===== config.mk =====
export PLATFORM = sky130hd
export DESIGN_NAME = rx_ctrl
export DESIGN_NICKNAME = d
export VERILOG_FILES = /design/src/rtl/uart_rx_pkg.sv /design/src/rtl/rx_bit_timer.sv /design/src/rtl/rx_ctrl.sv
export SDC_FILE = /design/constraint.sdc
export NUM_CORES = 1
export LEC_CHECK = 0
export ABC_AREA = 1
export ABC_CLOCK_PERIOD_IN_PS = 2700
export CAP_MARGIN = 40
export CORE_MARGIN = 2
export CORE_UTILIZATION = 55
export CTS_BUF_LIST = sky130_fd_sc_hd__clkbuf_8
export CTS_CLUSTER_SIZE = 16
export DETAILED_ROUTE_END_ITERATION = 8
export PLACE_DENSITY = 0.8
export SYNTH_ARGS = -nofsm -noshare
export SYNTH_HDL_FRONTEND = slang
export SYNTH_HIERARCHICAL = 1
export SYNTH_SLANG_ARGS = --single-unit
export TNS_END_PERCENT = 1

===== constraint.sdc =====
create_clock -name clk -period 2.7 [get_ports clk]
set_input_delay 0.675 -clock clk [delete_from_list [all_inputs] [get_ports clk]]
set_output_delay 0.675 -clock clk [all_outputs]
set_load 0.02 [all_outputs]

===== src/rtl/uart_rx_pkg.sv =====
// Shared types and constants for the UART receive controller.
// Latency: n/a (declarations only).
// Backpressure: n/a (declarations only).
//
// Contents: FSM state enum, legal data-size codes, minimum bit period,
// and a helper that maps an illegal data size onto the 8-bit default.
package uart_rx_pkg;

  typedef enum logic [1:0] {
    IDLE      = 2'd0,
    START_CHK = 2'd1,
    RECV      = 2'd2,
    STOP_CHK  = 2'd3
  } rx_state_t;

  localparam logic [3:0] DS_5 = 4'd5;
  localparam logic [3:0] DS_7 = 4'd7;
  localparam logic [3:0] DS_8 = 4'd8;

  // Below four clocks per bit the half-period sample point collapses.
  localparam int MIN_BIT_PERIOD = 4;

  // Only 5, 7 and 8 data bits are supported; anything else falls back to 8.
  function automatic logic [3:0] clamp_data_size(input logic [3:0] ds);
    logic [3:0] r;
    case (ds)
      DS_5, DS_7, DS_8: r = ds;
      default:          r = DS_8;
    endcase
    return r;
  endfunction

endpackage


===== src/rtl/rx_bit_timer.sv =====
// Bit timer: free-running counter with synchronous clear and period match flags.
// Latency: match flags are combinational from the count register (0 cycles).
// Backpressure: none; counts every cycle unless cleared.
//
// Ports:
//   clk, rst     - clock, synchronous active-high reset
//   clr          - restart count at 0 on the next edge
//   period       - clocks per bit (already clamped by the caller)
//   half_match   - count has reached (period>>1)-1
//   full_match   - count has reached period-1
module rx_bit_timer #(
  parameter int BP_W = 14
) (
  input  logic            clk,
  input  logic            rst,
  input  logic            clr,
  input  logic [BP_W-1:0] period,
  output logic            half_match,
  output logic            full_match
);

  logic [BP_W-1:0] cnt;
  logic [BP_W-1:0] half_val;
  logic [BP_W-1:0] full_val;

  // Match on the last cycle of the interval so that clearing on the match
  // gives intervals of exactly half / full period.
  assign half_val = (period >> 1) - BP_W'(1);
  assign full_val = period - BP_W'(1);

  assign half_match = (cnt == half_val);
  assign full_match = (cnt == full_val);

  always_ff @(posedge clk) begin
    if (rst || clr) begin
      cnt <= '0;
    end else begin
      cnt <= cnt + BP_W'(1);
    end
  end

endmodule


===== src/rtl/rx_ctrl.sv =====
// UART receive controller: start-bit qualify, mid-bit strobes, stop check, status flags.
// Latency: first strobe bit_period+(bit_period>>1) clocks after the start edge; data_ready 2 clocks after the last strobe.
// Backpressure: none; an unread frame is overwritten and flagged via overrun_error.
//
// Ports:
//   clk, rst        - clock, synchronous active-high reset
//   serial_in       - synchronised line input, idle high
//   bit_period      - clocks per bit (latched at start edge, min 4)
//   data_size       - data bits per frame 5/7/8 (latched at start edge)
//   stop_bit        - stop bit from the external 9-bit shift register
//   packet_data     - right-justified data from the external shift register
//   data_read       - host consumed rx_data; clears all status flags
//   shift_strobe    - one-cycle pulse per mid-bit sample (data bits + stop)
//   rx_data         - last good frame
//   data_ready, overrun_error, framing_error - sticky status flags
//   busy            - a frame is in progress
// Optional build macro: RX_GLITCH_FILTER_EN adds a 3-sample majority filter
// on serial_in (2 extra cycles of latency).
module rx_ctrl
  import uart_rx_pkg::*;
#(
  parameter int BP_W = 14
) (
  input  logic            clk,
  input  logic            rst,
  input  logic            serial_in,
  input  logic [BP_W-1:0] bit_period,
  input  logic [3:0]      data_size,
  input  logic            stop_bit,
  input  logic [7:0]      packet_data,
  input  logic            data_read,
  output logic            shift_strobe,
  output logic [7:0]      rx_data,
  output logic            data_ready,
  output logic            overrun_error,
  output logic            framing_error,
  output logic            busy
);

  localparam logic [BP_W-1:0] BP_MIN = BP_W'(MIN_BIT_PERIOD);

  rx_state_t       state;
  rx_state_t       state_nxt;
  logic            line;
  logic            serial_in_q;
  logic            fall_edge;
  logic [BP_W-1:0] bp_q;
  logic [3:0]      ds_q;
  logic [3:0]      bit_cnt;
  logic            timer_clr;
  logic            half_match;
  logic            full_match;

`ifdef RX_GLITCH_FILTER_EN
  // Three registered samples; the majority ignores any single-cycle glitch.
  logic [2:0] filt_q;

  always_ff @(posedge clk) begin
    if (rst) begin
      filt_q <= 3'b111;
    end else begin
      filt_q <= {filt_q[1:0], serial_in};
    end
  end

  assign line = (filt_q[0] & filt_q[1]) |
                (filt_q[0] & filt_q[2]) |
                (filt_q[1] & filt_q[2]);
`else
  assign line = serial_in;
`endif

  assign fall_edge = serial_in_q & ~line;
  assign busy      = (state != IDLE);

  rx_bit_timer #(
    .BP_W (BP_W)
  ) u_timer (
    .clk        (clk),
    .rst        (rst),
    .clr        (timer_clr),
    .period     (bp_q),
    .half_match (half_match),
    .full_match (full_match)
  );

  // State register.
  always_ff @(posedge clk) begin
    if (rst) begin
      state <= IDLE;
    end else begin
      state <= state_nxt;
    end
  end

  // Next-state and timer control.
  always_comb begin
    state_nxt = state;
    timer_clr = 1'b0;
    case (state)
      IDLE: begin
        // Hold the timer at zero so START_CHK begins counting from 0.
        timer_clr = 1'b1;
        if (fall_edge) begin
          state_nxt = START_CHK;
        end
      end
      START_CHK: begin
        if (half_match) begin
          timer_clr = 1'b1;
          // Line back high at mid start bit is a glitch, not a frame.
          state_nxt = line ? IDLE : RECV;
        end
      end
      RECV: begin
        if (full_match) begin
          timer_clr = 1'b1;
        end
        // Leave one cycle after the stop-bit strobe, giving the external
        // shift register that edge to capture the stop bit.
        if (shift_strobe && (bit_cnt == ds_q + 4'd1)) begin
          state_nxt = STOP_CHK;
        end
      end
      STOP_CHK: begin
        timer_clr = 1'b1;
        state_nxt = IDLE;
      end
      default: begin
        timer_clr = 1'b1;
        state_nxt = IDLE;
      end
    endcase
  end

  // Frame parameters, strobe generation and status flags.
  always_ff @(posedge clk) begin
    if (rst) begin
      serial_in_q   <= 1'b1;
      bp_q          <= BP_MIN;
      ds_q          <= DS_8;
      bit_cnt       <= '0;
      shift_strobe  <= 1'b0;
      rx_data       <= '0;
      data_ready    <= 1'b0;
      overrun_error <= 1'b0;
      framing_error <= 1'b0;
    end else begin
      serial_in_q  <= line;
      shift_strobe <= 1'b0;

      // Configuration is frozen for the whole frame.
      if ((state == IDLE) && fall_edge) begin
        bp_q    <= (bit_period < BP_MIN) ? BP_MIN : bit_period;
        ds_q    <= clamp_data_size(data_size);
        bit_cnt <= '0;
      end

      if ((state == RECV) && full_match) begin
        shift_strobe <= 1'b1;
        bit_cnt      <= bit_cnt + 4'd1;
      end

      if (data_read) begin
        data_ready    <= 1'b0;
        overrun_error <= 1'b0;
        framing_error <= 1'b0;
      end

      // Placed after the read-clear so a same-cycle load takes priority.
      if (state == STOP_CHK) begin
        if (stop_bit) begin
          rx_data    <= packet_data;
          data_ready <= 1'b1;
          if (data_ready && !data_read) begin
            overrun_error <= 1'b1;
          end
        end else begin
          framing_error <= 1'b1;
        end
      end
    end
  end

endmodule


==> results of run 1 <==
## what timing repair did
| action | in CTS | in global routing |
|---|---|---|
| endpoints found under the setup margin | 0 | 15 |
| hold endpoints to repair | 0 | 0 |
| resized for setup | 0 | 10 |
## kinds of logic after synthesis
kind of cell    count (synthesis)
simple gates                  272
buf+inv                        79
compound gates                 70
flops                          51
xor+xnor                       25
fa+ha+maj                      10
## stage by stage
| stage | hold WS, ns | cell area [um^2] | power [uW] | TNS [ns] | setup WS [ns] |
|---|---|---|---|---|---|
| 5_1_grt | 0.508 | 3860 | 2560 | -0.00799 | -0.00773 |
| 3_5_place_dp | 0.446 | 3750 | 1940 | 0 | 0.185 |
| 2_1_floorplan | 0.453 | 3260 | 1670 | 0 | 0.310 |
| 6_report | 0.458 | 3860 | 2380 | 0 | 0.172 |
| 4_1_cts | 0.463 | 3830 | 2350 | 0 | 0.149 |
| 3_3_place_gp | 0.446 | 3750 | 1920 | 0 | 0.301 |
## flip-flops by register name, summed over array words and instances, names as in the netlist, named ones only
| register | cells |
|---|---|
| bp_q | 14 |
| u_timer/cnt | 14 |
| rx_data | 8 |
| bit_cnt | 4 |
| ds_q | 4 |
| data_ready | 1 |
| framing_error | 1 |
| overrun_error | 1 |
| serial_in_q | 1 |
| shift_strobe | 1 |
| state | 1 |
## power by group through the flow
stage	Clock, uW	Combinational, uW	Sequential [uW]
2_1_floorplan	0	743	932
3_3_place_gp	0	962	960
3_5_place_dp	0	981	964
4_1_cts	422	987	946
5_1_grt	442	1150	970
6_report	411	1010	956
## area by class of cell
| cell class | count | area (um^2) | area share |
|---|---|---|---|
| multi-input cells | 377 | 1960 | 0.507 |
| flip-flops and latches | 51 | 1020 | 0.265 |
| repair buffers | 47 | 460 | 0.119 |
| inverters | 66 | 248 | 0.0641 |
| well taps | 75 | 93.8 | 0.0243 |
| clock buffers | 5 | 68.8 | 0.0178 |
| clock inverters | 3 | 12.5 | 0.00324 |
## routing by layer
metal  vias up  GRT usage  share of wire
met5         -          0              0
met1      1428      0.326           0.47
met2       106      0.402           0.46
met3        10     0.0422          0.049
li1       1676          -              -
met4         0     0.0678          0.013
## tightest hold or removal path, delay by kind of cell (launching register included)
family	cells	cell delay [ns]
AO/OA/AOI/OAI	1	0.06
flip-flops	1	0.32
buffers and inverters	1	0.05
## cells in the final DEF, fill, tap and decap left out, types with 2 or more instances in the layout
master,count
o21ai_1,3
o21a_1,2
nand3_1,26
a211oi_1,2
clkbuf_8,5
nor2_1,83
a21oi_1,21
o21ai_0,34
nand2_1,126
clkdlybuf4s50_1,43
nor2_4,7
nand4_1,3
nor4_1,3
nor3_1,2
xnor2_1,11
nand2_2,7
buf_4,4
xor2_1,14
inv_1,53
nor2_2,6
clkinv_1,2
inv_2,13
nand3_2,2
dfxtp_1,50
ha_1,8
nand3b_1,4
## worst paths after layout
kind | start | to | slack (ns)
setup / recovery | state[0] | busy | 0.17
hold / removal | overrun_error | overrun_error | 0.46
setup reg to reg | bp_q[2] | u_timer/cnt[13] | 0.27
hold reg to reg | overrun_error | overrun_error | 0.46
==> metrics.yaml, run 1 <==
run_status:
  status: "finished, final reports clean"
floorplanning:
  die_h_um: 80.9
  initial_core_util: 0.560
  die-area_mm2: 0.00655
  row_count: 28
  design.core.area_mm2: 0.00582
  dieWidth_um: 80.9
  ios: 44
route:
  vias: 3220
  drt-wirelength-per-cell_um: 12.1
  vias_per_cell: 5.16
  routed_wl_um: 7550
  drt_drc_violations_left: 0
  drtPass1Iterations: 5
  drtIter0Drc: 202
  antenna_left: 0
global_route:
  grt_max_degree: 30
  track_usage: 0.243
  first_global_vias: 2780
  grt_pass1_wl_um: 12400
  gr-total-overflow: 0
  antenna_found_initial: 0
power:
  power_density_mw_per_mm2: 616
  pwr-share-seq: 0.402
  p_int_uw: 1420
  p_sw_frac: 0.405
  vdd_ir_drop_max_uv: 531
  clkPwrFrac: 0.173
  power_leakage_uw: 0.00169
  power.switching_uw: 965
  pwr-share-comb: 0.426
sta:
  fmax_mhz: 396
  skew_ns: 0.00220
  maxSlewViolCount: 0
  worst_slew_pin_slew_ns: 0.796
  slew_headroom: 0.469
  period_needed_ns: 2.53
  hold_viol_final: 0
  setup_violations: 0
  finalCritPeriodShare: 0.936
logic_synthesis:
  synth_top_family_by_area: "simple AND/OR/NAND/NOR gates"
  ys_warn_count: 6
  synth.distinct_cells: 38
  synth_most_common_cell: "nand2_1"
  postSynthAreaPerCell_um2: 6.42
  synth_top_cell_by_area: "dfxtp_1"
  synth_fa_ha_area_frac: 0.0384
  yosysTopAreaCellShare: 0.314
  ys_seq_area_frac: 0.314
  synth_common_cells: "127 x nand2_1, 83 x nor2_1, 53 x inv_1"
  synth_edf_count: 0
  synth.area.top_cells: "dfxtp_1 31%, nand2_1 15%, nor2_1 9.6%"
  synth_xor_area_frac: 0.0673
  ys.flop_type: "dfxtp_1"
  synth_fp_nets: 548
  synth.area.mux_share: 0
  synthSimpleGateAreaFrac: 0.364
  postSynthCellCount: 507
  async_flop_share: 0
  synth_area_mm2: 0.00326
  synth_compound_area_frac: 0.121
  ys_seq_elements: 51
setup_path:
  cp_cell_sequence: "inv_1 -> ha_1 -> inv_2 -> clkdlybuf4s50_1"
  critical_path_cell_count: 4
  cp_data_required_time_ns: 2.03
  ff2ff_path_depth: 20
  timing_worst_setup_path_type: "reg2out"
  cp-end-kind: "primary output"
  cp-start-kind: "flop"
  cp.arrival_ns: 1.85
  crit_fanout: 6
  cp_slowest_cell: "clkdlybuf4s50_1"
  critical_path.top_delay_family: "buffers and inverters"
  max_stage_delay_ns: 0.61
  path_buf_inv: 3
clocking:
  cts.path.max_buffers: 2
  clk_latency_ns: 0.30
  cts-root-buf: "clkbuf_8"
  ctsHoldBuffers: 0
  clock_sinks: 51
  cts_buffers: 5
  cts_setup_buffers: 0
  cts_max_level: 2
  clk_pin_slew_ns: 0.08
  cts_tree: "yes"
layout:
  area_growth_pct: 18.6
  diodes: 0
  post-route-util: 0.664
  nets: 589
  drive_gt1_frac: 0.0947
  fillCellCount: 539
  finalNonFillerCells: 624
placed_design:
  place.gp.congestion: 0.977
  dp_hpwl_um: 5980
  dp_cells: 616
  io_buffers: 43
min_path:
  holdPathStages: 2
  min_path_type: "reg2reg"
job:
  maxCapViolations: 0
Note: power is estimated with default switching activity, not from simulation.
==> run 2, diff against run 1 <==
Settings changed: CORE_MARGIN 2 to 1, SETUP_SLACK_MARGIN from default to 0.2.
==> run 2 against run 1 <==
Net effect:
- via count up 0.28%
- global-route usage up 2.1 points
- clock power down 4%
- worst setup slack better by 0.12 ns
- sequential power up 0.4%
- count of clock-buffer cells in the layout unchanged
- critical path type unchanged
- power up 0.38%
- first-iteration DRC count up 3.5%
- sequential cell count unchanged
- sequential share of layout area up 0.089 points
- largest cell class unchanged
- final cell count down 0.80%
==> metrics.yaml, run 2 (synthesis results as in run 1) <==
setup_path:
  cp_cell_sequence: "inv_1 -> ha_1 -> inv_2 -> clkdlybuf4s50_1"
  cp_slowest_cell: "clkdlybuf4s50_1"
  cp_data_required_time_ns: 2.03  # about the same
  cp-start-kind: "flop"
  cp-end-kind: "primary output"
  max_stage_delay_ns: 0.61  # about the same
  crit_fanout: 6  # unchanged
  timing_worst_setup_path_type: "reg2out"
  cp.arrival_ns: 1.73  # -0.12 ns
sta:
  worst_slew_pin_slew_ns: 0.830  # +0.0337 ns
  maxSlewViolCount: 0  # unchanged
  period_needed_ns: 2.41  # -0.118 ns
  finalCritPeriodShare: 0.893  # -0.0436
  fin_ws_ns: 0.290  # +0.118 ns
  grt_setup_unrepaired: "yes"
  slew_headroom: 0.446  # -0.0225
  setup_violations: 0  # unchanged
  hold_viol_final: 0  # unchanged
  setup_tns_ns: 0  # unchanged
  skew_ns: 0.00412  # +0.00192 ns
  fmax_mhz: 415  # +4.9%
run_status:
  status: "finished, final reports clean"
floorplanning:
  row_count: 27  # -3.6%
  ios: 44  # unchanged
  die_h_um: 78.9  # -2.5%
  dieWidth_um: 78.9  # -2.5%
  initial_core_util: 0.581  # +0.0207
  design.core.area_mm2: 0.00561  # -3.6%
  die-area_mm2: 0.00623  # -4.9%
power:
  power.switching_uw: 967  # +0.23%
  vdd_ir_drop_max_uv: 515  # -3.1%
  clkPwrFrac: 0.165  # -0.008
  pwr-share-seq: 0.402  # about the same
  pwr-share-comb: 0.433  # +0.007
  power_density_mw_per_mm2: 615  # -0.14%
  p_sw_frac: 0.405  # -0.000589
  power_leakage_uw: 0.00169  # -0.32%
  p_int_uw: 1420  # +0.48%
  power_uw: 2390  # +0.38%
route:
  vias: 3229  # +0.28%
  drt-wirelength-per-cell_um: 12.5  # +3.7%
  drt_drc_violations_left: 0  # unchanged
  vias_per_cell: 5.22  # +1.1%
  antenna_left: 0  # unchanged
  drtIter0Drc: 209  # +3.5%
  drtPass1Iterations: 5  # unchanged
  routed_wl_um: 7760  # +2.8%
clocking:
  ctsHoldBuffers: 0  # unchanged
  cts.path.max_buffers: 2  # unchanged
  clk_latency_ns: 0.30  # about the same
  clk_pin_slew_ns: 0.08  # about the same
  cts-root-buf: "clkbuf_8"
  cts_tree: "yes"
  cts_max_level: 2  # unchanged
  cts_setup_buffers: 0  # unchanged
  clock_sinks: 51  # unchanged
  cts_buffers: 5  # unchanged
global_route:
  grt_pass1_wl_um: 12800  # +3.4%
  grt_max_degree: 30  # unchanged
  first_global_vias: 2927  # +5.3%
  gr-total-overflow: 0  # unchanged
  antenna_found_initial: 0  # unchanged
  track_usage: 0.264  # +0.0210
placed_design:
  pre_cts_slack_ns: 0.153  # -0.0329 ns
  io_buffers: 43  # unchanged
  dp_hpwl_um: 5990  # +0.30%
  place.gp.congestion: 0.894  # -8.5%
layout:
  drive_gt1_frac: 0.112  # +0.0168
  mostFrequentLayoutCells: "125 x nand2_1, 81 x nor2_1, 50 x inv_1"
  layout_commonest_cell: "nand2_1"
  reg_top3: "bp_q (14), u_timer/cnt (14), rx_data (8)"
  diodes: 0  # unchanged
  nets: 589  # unchanged
  area_growth_pct: 19.3
job:
  maxCapViolations: 0  # unchanged
min_path:
  min_path_type: "reg2reg"
-- run 2: stage by stage --
step	util	cells	hold WS, ns	area, um^2
after floorplan	-	507	0.453	3260
after global placement	0.667	613	0.447	3740
after detailed placement	0.667	613	0.452	3740
after CTS	0.681	619	0.470	3820
after global routing	0.692	619	0.507	3880
final	0.692	619	0.470	3880
-- run 2: path summary, 6_finish.rpt --
kind,slack (ns),from,depth (start not counted),to
max,0.29,state[0],4,busy
min,0.47,overrun_error,2,overrun_error
max reg2reg,0.34,bp_q[1],20,u_timer/cnt[4]
min reg2reg,0.47,overrun_error,2,overrun_error
-- run 2: worst max-delay path, delay by kind of cell (launching register included) --
family | cells | cell delay [ns]
adders and majority gates | 1 | 0.25
DFF | 1 | 0.39
buffers and inverters | 3 | 0.80
-- run 2: cell type report --
| type | instances | area, um^2 |
|---|---|---|
| clock buffers | 5 | 68.8 |
| clock inverters | 1 | 3.75 |
| fillers | 514 | 1730 |
| inverters | 66 | 250 |
| multi-input cells | 377 | 1980 |
| flip-flops and latches | 51 | 1030 |
| well taps | 72 | 90.1 |
| repair buffers | 47 | 460 |
-- run 2: what timing repair did --
action,in CTS,in global routing
resized for setup,3,21
pin swaps,0,2
endpoints found under the setup margin,6,18
endpoints found under the hold margin,0,0
-- run 2: per-layer routing --
layer | vias to the layer above | global-route usage | routed length [um]
met2 | 96 | 0.439 | 3630
met3 | 8 | 0.0471 | 429
met4 | 0 | 0.0927 | 111
met1 | 1455 | 0.343 | 3600
li1 | 1670 | - | -
met5 | - | 0 | 0
-- run 2: power by group through the flow --
| stage | registers (uW) | clock network [uW] | logic (uW) |
|---|---|---|---|
| 2_1_floorplan | 932 | 0 | 743 |
| 3_3_place_gp | 960 | 0 | 962 |
| 3_5_place_dp | 963 | 0 | 980 |
| 4_1_cts | 946 | 406 | 990 |
| 5_1_grt | 978 | 433 | 1160 |
| 6_report | 960 | 395 | 1030 |
